`src/rtl/riscv_pkg.sv`:
```
// rtl/riscv_pkg.sv - shared types and encodings for the multi-cycle processor control path
//
// Purpose: FSM state enum, opcode constants, ALU control codes, ALU operation class codes,
//          immediate format selects, ALU operand selects and result selects, plus a helper that
//          maps an opcode to its immediate format.
// Ports:   none (package)
package riscv_pkg;

  typedef enum logic [3:0] {
    S_FETCH,
    S_DECODE,
    S_MEMADR,
    S_MEMREAD,
    S_MEMWB,
    S_MEMWRITE,
    S_EXECUTER,
    S_EXECUTEI,
    S_ALUWB,
    S_BEQ,
    S_JAL
  } state_e;

  localparam logic [6:0] OP_LW  = 7'b0000011;
  localparam logic [6:0] OP_SW  = 7'b0100011;
  localparam logic [6:0] OP_R   = 7'b0110011;
  localparam logic [6:0] OP_I   = 7'b0010011;
  localparam logic [6:0] OP_BEQ = 7'b1100011;
  localparam logic [6:0] OP_JAL = 7'b1101111;

  localparam logic [2:0] ALU_ADD = 3'b000;
  localparam logic [2:0] ALU_SUB = 3'b001;
  localparam logic [2:0] ALU_AND = 3'b010;
  localparam logic [2:0] ALU_OR  = 3'b011;
  localparam logic [2:0] ALU_SLT = 3'b101;

  // Operation class handed from the FSM to the ALU decoder.
  localparam logic [1:0] ALU_OP_ADD   = 2'b00;
  localparam logic [1:0] ALU_OP_SUB   = 2'b01;
  localparam logic [1:0] ALU_OP_FUNCT = 2'b10;

  localparam logic [1:0] IMM_I = 2'b00;
  localparam logic [1:0] IMM_S = 2'b01;
  localparam logic [1:0] IMM_B = 2'b10;
  localparam logic [1:0] IMM_J = 2'b11;

  localparam logic [1:0] SRC_A_PC     = 2'b00;
  localparam logic [1:0] SRC_A_OLD_PC = 2'b01;
  localparam logic [1:0] SRC_A_RD1    = 2'b10;

  localparam logic [1:0] SRC_B_RD2  = 2'b00;
  localparam logic [1:0] SRC_B_IMM  = 2'b01;
  localparam logic [1:0] SRC_B_FOUR = 2'b10;

  localparam logic [1:0] RES_ALU_OUT    = 2'b00;
  localparam logic [1:0] RES_DATA       = 2'b01;
  localparam logic [1:0] RES_ALU_RESULT = 2'b10;

  // Immediate format depends only on the opcode, so it is decoded outside the FSM and stays
  // valid in every state that consumes imm_ext (DECODE, MEMADR, EXECUTEI).
  function automatic logic [1:0] imm_src_for(input logic [6:0] op);
    logic [1:0] sel;
    sel = IMM_I;
    case (op)
      OP_SW:   sel = IMM_S;
      OP_BEQ:  sel = IMM_B;
      OP_JAL:  sel = IMM_J;
      default: sel = IMM_I;
    endcase
    return sel;
  endfunction

endpackage

```
`src/rtl/alu_decoder.sv`:
```
// rtl/alu_decoder.sv - maps FSM operation class and instruction fields to alu_control
//
// Purpose: add/sub requests pass straight through; the funct class decodes funct3, using
//          op[5] and funct7b5 together to tell R-type sub from add (I-type never subtracts).
// Ports:
//   alu_op      in  2  operation class from the FSM (add, sub, funct)
//   funct3      in  3  instr[14:12]
//   op5         in  1  instr[5], 1 for R-type
//   funct7b5    in  1  instr[30]
//   alu_control out 3  ALU operation select
module alu_decoder
  import riscv_pkg::*;
(
  input  logic [1:0] alu_op,
  input  logic [2:0] funct3,
  input  logic       op5,
  input  logic       funct7b5,
  output logic [2:0] alu_control
);

  always_comb begin
    alu_control = ALU_ADD;
    case (alu_op)
      ALU_OP_ADD: alu_control = ALU_ADD;
      ALU_OP_SUB: alu_control = ALU_SUB;
      ALU_OP_FUNCT: begin
        case (funct3)
          3'b000:  alu_control = (op5 && funct7b5) ? ALU_SUB : ALU_ADD;
          3'b010:  alu_control = ALU_SLT;
          3'b110:  alu_control = ALU_OR;
          3'b111:  alu_control = ALU_AND;
          default: alu_control = ALU_ADD;
        endcase
      end
      default: alu_control = ALU_ADD;
    endcase
  end

endmodule

```
`src/rtl/multicycle_control.sv`:
```
// rtl/multicycle_control.sv - main control FSM of the multi-cycle processor
//
// Purpose: sequences fetch/decode/execute/writeback for lw, sw, R-type, I-type ALU, beq and jal,
//          one state per clock, stalling on mem_ready in FETCH, MEMREAD and MEMWRITE. Datapath
//          selects and write enables are Moore outputs of the state register (FETCH additionally
//          qualifies its enables with mem_ready). Optional performance counters are built only
//          when the macro CTRL_PERF_CNT_EN is defined; otherwise both counter ports are 0.
// Ports:
//   clk, rst            clock, synchronous active-high reset
//   op, funct3,
//   funct7b5            instruction fields from ir
//   zero                ALU zero flag (beq)
//   mem_ready           memory finished its access this cycle
//   pc_write, adr_src, mem_write, ir_write, result_src,
//   alu_src_a, alu_src_b, imm_src, alu_control, reg_write   datapath controls
//   illegal             one-cycle pulse for an unsupported opcode in DECODE
//   cycle_cnt           cycles since reset (CNT_WIDTH)
//   instret_cnt         instructions retired (CNT_WIDTH)
module multicycle_control
  import riscv_pkg::*;
#(
  parameter int CNT_WIDTH = 32
) (
  input  logic                 clk,
  input  logic                 rst,
  input  logic [6:0]           op,
  input  logic [2:0]           funct3,
  input  logic                 funct7b5,
  input  logic                 zero,
  input  logic                 mem_ready,
  output logic                 pc_write,
  output logic                 adr_src,
  output logic                 mem_write,
  output logic                 ir_write,
  output logic [1:0]           result_src,
  output logic [1:0]           alu_src_a,
  output logic [1:0]           alu_src_b,
  output logic [1:0]           imm_src,
  output logic [2:0]           alu_control,
  output logic                 reg_write,
  output logic                 illegal,
  output logic [CNT_WIDTH-1:0] cycle_cnt,
  output logic [CNT_WIDTH-1:0] instret_cnt
);

  state_e     state_q;
  state_e     state_d;
  logic       pc_update;
  logic       branch;
  logic       ir_write_raw;
  logic       mem_write_raw;
  logic       reg_write_raw;
  logic       illegal_raw;
  logic [1:0] alu_op;

  always_ff @(posedge clk) begin
    if (rst) begin
      state_q <= S_FETCH;
    end else begin
      state_q <= state_d;
    end
  end

  always_comb begin
    state_d       = state_q;
    pc_update     = 1'b0;
    branch        = 1'b0;
    ir_write_raw  = 1'b0;
    mem_write_raw = 1'b0;
    reg_write_raw = 1'b0;
    illegal_raw   = 1'b0;
    adr_src       = 1'b0;
    result_src    = RES_ALU_OUT;
    alu_src_a     = SRC_A_PC;
    alu_src_b     = SRC_B_RD2;
    alu_op        = ALU_OP_ADD;

    case (state_q)
      S_FETCH: begin
        // pc+4 goes straight to pc through the alu_result path while ir captures memory.
        alu_src_a    = SRC_A_PC;
        alu_src_b    = SRC_B_FOUR;
        result_src   = RES_ALU_RESULT;
        ir_write_raw = mem_ready;
        pc_update    = mem_ready;
        if (mem_ready) begin
          state_d = S_DECODE;
        end
      end
      S_DECODE: begin
        // old_pc + imm is captured in alu_out as the beq/jal target.
        alu_src_a = SRC_A_OLD_PC;
        alu_src_b = SRC_B_IMM;
        case (op)
          OP_LW, OP_SW: state_d = S_MEMADR;
          OP_R:         state_d = S_EXECUTER;
          OP_I:         state_d = S_EXECUTEI;
          OP_BEQ:       state_d = S_BEQ;
          OP_JAL:       state_d = S_JAL;
          default: begin
            illegal_raw = 1'b1;
            state_d     = S_FETCH;
          end
        endcase
      end
      S_MEMADR: begin
        alu_src_a = SRC_A_RD1;
        alu_src_b = SRC_B_IMM;
        state_d   = (op == OP_LW) ? S_MEMREAD : S_MEMWRITE;
      end
      S_MEMREAD: begin
        adr_src    = 1'b1;
        result_src = RES_ALU_OUT;
        if (mem_ready) begin
          state_d = S_MEMWB;
        end
      end
      S_MEMWRITE: begin
        // Write enable is held for the whole wait so slow memory sees a stable request.
        adr_src       = 1'b1;
        result_src    = RES_ALU_OUT;
        mem_write_raw = 1'b1;
        if (mem_ready) begin
          state_d = S_FETCH;
        end
      end
      S_MEMWB: begin
        result_src    = RES_DATA;
        reg_write_raw = 1'b1;
        state_d       = S_FETCH;
      end
      S_EXECUTER: begin
        alu_src_a = SRC_A_RD1;
        alu_src_b = SRC_B_RD2;
        alu_op    = ALU_OP_FUNCT;
        state_d   = S_ALUWB;
      end
      S_EXECUTEI: begin
        alu_src_a = SRC_A_RD1;
        alu_src_b = SRC_B_IMM;
        alu_op    = ALU_OP_FUNCT;
        state_d   = S_ALUWB;
      end
      S_ALUWB: begin
        result_src    = RES_ALU_OUT;
        reg_write_raw = 1'b1;
        state_d       = S_FETCH;
      end
      S_BEQ: begin
        // Compare rd1/rd2; the target already sits in alu_out from DECODE.
        alu_src_a  = SRC_A_RD1;
        alu_src_b  = SRC_B_RD2;
        alu_op     = ALU_OP_SUB;
        result_src = RES_ALU_OUT;
        branch     = 1'b1;
        state_d    = S_FETCH;
      end
      S_JAL: begin
        // pc <= target from alu_out while the ALU forms old_pc+4 as the link value.
        alu_src_a  = SRC_A_OLD_PC;
        alu_src_b  = SRC_B_FOUR;
        result_src = RES_ALU_OUT;
        pc_update  = 1'b1;
        state_d    = S_ALUWB;
      end
      default: begin
        state_d = S_FETCH;
      end
    endcase
  end

  assign imm_src = imm_src_for(op);

  alu_decoder u_alu_decoder (
    .alu_op      (alu_op),
    .funct3      (funct3),
    .op5         (op[5]),
    .funct7b5    (funct7b5),
    .alu_control (alu_control)
  );

  // Enables are masked by rst so an interrupted instruction never commits anything.
  assign pc_write  = (pc_update | (branch & zero)) & ~rst;
  assign ir_write  = ir_write_raw & ~rst;
  assign mem_write = mem_write_raw & ~rst;
  assign reg_write = reg_write_raw & ~rst;
  assign illegal   = illegal_raw & ~rst;

`ifdef CTRL_PERF_CNT_EN
  logic                 retire;
  logic [CNT_WIDTH-1:0] cycle_cnt_q;
  logic [CNT_WIDTH-1:0] instret_cnt_q;

  // Last state of every supported instruction; jal retires through ALUWB.
  assign retire = (state_q == S_MEMWB) ||
                  ((state_q == S_MEMWRITE) && mem_ready) ||
                  (state_q == S_ALUWB) ||
                  (state_q == S_BEQ);

  always_ff @(posedge clk) begin
    if (rst) begin
      cycle_cnt_q   <= '0;
      instret_cnt_q <= '0;
    end else begin
      cycle_cnt_q <= cycle_cnt_q + CNT_WIDTH'(1);
      if (retire) begin
        instret_cnt_q <= instret_cnt_q + CNT_WIDTH'(1);
      end
    end
  end

  assign cycle_cnt   = cycle_cnt_q;
  assign instret_cnt = instret_cnt_q;
`else
  assign cycle_cnt   = '0;
  assign instret_cnt = '0;
`endif

endmodule
```
`config.mk`:
```
export PLATFORM = sky130hd
export DESIGN_NAME = multicycle_control
export DESIGN_NICKNAME = d
export VERILOG_FILES = /design/src/rtl/riscv_pkg.sv /design/src/rtl/alu_decoder.sv /design/src/rtl/multicycle_control.sv
export SDC_FILE = /design/constraint.sdc
export NUM_CORES = 1
export LEC_CHECK = 0
export BUFFER_PORTS_ARGS = -buffer_cell sky130_fd_sc_hd__buf_2
export CAP_MARGIN = 20
export CELL_PAD_IN_SITES_DETAIL_PLACEMENT = 1
export CELL_PAD_IN_SITES_GLOBAL_PLACEMENT = 1
export CORE_MARGIN = 2
export CORE_UTILIZATION = 24
export DETAILED_ROUTE_END_ITERATION = 6
export GPL_ROUTABILITY_DRIVEN = 0
export PLACE_DENSITY = 0.91
export SLEW_MARGIN = 20
export SYNTH_ARGS = -nofsm -noshare
export SYNTH_HDL_FRONTEND = slang
export SYNTH_SLANG_ARGS = --single-unit
```
`constraint.sdc`:
```
create_clock -name clk -period 1.6 [get_ports clk]
set_input_delay 0.4 -clock clk [delete_from_list [all_inputs] [get_ports clk]]
set_output_delay 0.4 -clock clk [all_outputs]
set_load 0.02 [all_outputs]
```
==> impl_results.md <==
- Data arrival, critical path: approximately 1500 ps
- Final nets: ~240
- CP endpoint kind: primary output
- Syn Inst Count: roughly 160
- Top FF cell, synth: dfxtp_1
- Post-synth EDFFs: 0
- CP delay by family, top: simple AND/OR/NAND/NOR gates
- Initial core utilization: around 25%
- Final cell count without fillers: 276
- 1st-pass router iterations: 4
- Final Util: about two fifths
- Mean post-synth cell area: 7.01 um^2
- Period utilization: 116%
- Outcome: finished, violations left
- Ant. Diodes: 0
- Dpl hpwl: ~2.6 mm
- Clock buffer depth: 2
- Crit-path max FO: 14
- Max incr delay on CP: 360 ps
- Area Growth Syn to Fin: 64.6%
- Share of layout cells above drive strength 1: 50.9%
- Sequential fraction of the synthesis area: approximately 7.2%
- Total GRT Usage: 12.4%
- Routed WL: 3.53 mm
- Global-route wire length before repair: 5.11 mm
- Total power draw: between 600 and 700 uW
- Yosys reg bits: 4
- Die Ht: 72.2 um
- Hold Fails Final Rpt: 0
- Initial antenna violation count: 0
- Setup CP Type: reg -> out
- Max Cap Viol: 0
- DR vias: about 1100
- Post-synth ARST share: 0%
- Post-layout min period: approximately 1900 ps
- RSZ-0062 raised after global routing: true
- Max VDD drop: 0.149 mV
- CTS Sinks: 4
- Post-Layout Inst Area: between 0.0015 and 0.002 mm^2
- Largest regs: state_q (4)
- Detailed Route Iter0 Violations: 30
- Routed wire per std cell: 12.8 um
- CTS Root Cell: clkbuf_8
- Leakage: ~0.92 nW
- CP Buf/Inv Count: 2
- # DRC: 0
- Worst setup margin: -263 ps
- WP data required: about 1200 ps
- Vias in the first global route: 1048
- Fmax: ~0.54 GHz
- IO Pins: 96
- CTS tree: done
- Worst-Skew Late Latency: 220 ps
- Die area: ~0.0052 mm^2
- Power Dens Cells: around 370 mW/mm^2
- Worst Clk Skew: around 2 ps
- Post-synth cell types: 36
- Vias/cell: about 4.1
- Reg with most FFs: state_q
- Die span in x: about 72 um
- Crit-path cells: buf_6 > nand2b_4 > nor3_2 > or3_1 > buf_2
- Largest net degree at the start of global routing: 15
- Ys Warns: 0
- Clock transition at path regs: 30 ps
- CORE AREA: about 0.0044 mm^2
- Placed insts: 263
- Congestion Overflow GR: 0
- Slowest CP cell: dfxtp_4
- Core Rows: 24
- Hold/Removal Path Class: in -> reg
- Final setup violating endpoints: 18
- Slew Viols, Final: 0
- Max FFs per register: 4
- TritonCTS buffer count: 3
- Failing checks: negative setup slack
- Port buffer count: 31
- H-tree depth: 1
- Final ANT Viol Nets: 0
- Post-DP Area: roughly 0.0014 mm^2
- Mapped Area: about 0.0011 mm^2
- Worst Setup Start Kind: flop
- Cts hold-fix bufs: 0
==> cell usage after synthesis, drive strengths merged (2+ instances only) <==
master,instances,area [um^2]
o21a,2,15.0
o21ai,6,30.0
xnor2,2,17.5
buf,67,494
a22oi,2,15.0
clkbuf,3,11.3
a31oi,3,18.8
a21oi,5,25.0
nand2,4,15.0
nor4b,2,17.5
nor3,13,75.1
nand3b,2,15.0
xor2,2,17.5
inv,5,18.8
nand3,2,10.0
or3,2,12.5
dfxtp,4,80.1
nor2,7,26.3
ha,2,25.0
nor4,3,18.8
nand2b,8,50.1
o21bai,2,15.0
==> final cells by class <==
cell class                 instances  area [um^2]
clock buffer                       3         41.3
fill                             561         2580
inverter                           5         21.3
multi-input combinational        143         1020
sequential                         4         92.6
tap                               52         65.1
timing repair buffer              69          594
==> cells in the final DEF, fill, tap and decap left out, drive strengths merged, types with 2 or more instances in the layout <==
| cell | netlist | layout |
|---|---|---|
| or3 | 2 | 2 |
| clkbuf | 3 | 4 |
| a21oi | 5 | 5 |
| nand2 | 4 | 4 |
| nand3 | 2 | 2 |
| nor4 | 3 | 3 |
| xnor2 | 2 | 2 |
| xor2 | 2 | 2 |
| nor3 | 13 | 13 |
| o21bai | 2 | 2 |
| nor4b | 2 | 2 |
| a22oi | 2 | 2 |
| nor2 | 7 | 7 |
| nand2b | 8 | 8 |
| o21a | 2 | 2 |
| inv | 5 | 5 |
| o21ai | 6 | 6 |
| buf | 67 | 68 |
| ha | 2 | 2 |
| dfxtp | 4 | 4 |
| conb | 1 | 64 |
| nand3b | 2 | 2 |
| a31oi | 3 | 3 |
==> worst register-to-register path: cells and delay by family (launching register included) <==
| family | cells | cell delay (ps) |
|---|---|---|
| AND/OR/NAND/NOR | 2 | 690 |
| AO/OA/AOI/OAI | 2 | 370 |
| flip-flops | 1 | 350 |
| buffers and inverters | 1 | 170 |
==> power breakdown <==
part	internal (mW)	switching (mW)	leakage (nW)
clock network	0.160	0.0505	0.0216
logic	0.116	0.246	0.865
registers	0.0982	0.00401	0.0352
total	0.374	0.301	0.922
==> worst paths after layout <==
| check | from | slack [ps] | endpoint | cells past startpoint |
|---|---|---|---|---|
| max | state_q[2] | -260 | alu_src_a[1] | 5 |
| max reg2reg | state_q[2] | -70 | state_q[2] | 5 |
| min | op[0] | 460 | state_q[1] | 3 |
| min reg2reg | state_q[0] | 870 | state_q[0] | 4 |
==> cells by family (layout without fill, tap and decap cells) <==
family / count (synthesis) / after routing / synth area share [%]
buffers and inverters: 75 / 77 / 47.0
and+or+nand+nor: 48 / 48 / 25.0
AOI/OAI and AO/OA: 25 / 25 / 15.0
xor gates and xnor gates: 4 / 4 / 3.14
DFF: 4 / 4 / 7.18
adders and majority gates: 2 / 2 / 2.24
other: 1 / 64 / 0.336
==> what timing repair did <==
action	in CTS	in global routing
endpoints found under the setup margin	18	18
endpoints found under the hold margin	0	0
pin swaps	8	5
cloned	0	0
resized for setup	52	22
buffers inserted	6	4
==> layer usage <==
metal	track usage, %	vias up	part of all wire (%)
met1	13.4	552	35
met3	1.25	0	5.3
met4	1.89	0	0
li1	-	539	-
met2	25.6	51	60
met5	0	-	0
==> metrics by stage <==
step / worst slack [ps] / TNS [ps] / hold WS (ps)
after global placement: -167 / -691 / 703
final: -263 / -2440 / 464
after CTS: -242 / -2490 / 463
after detailed placement: -222 / -1140 / 695
after global routing: -314 / -3360 / 489
after floorplan: -131 / -234 / 550
(Power assumes the default switching activity.)
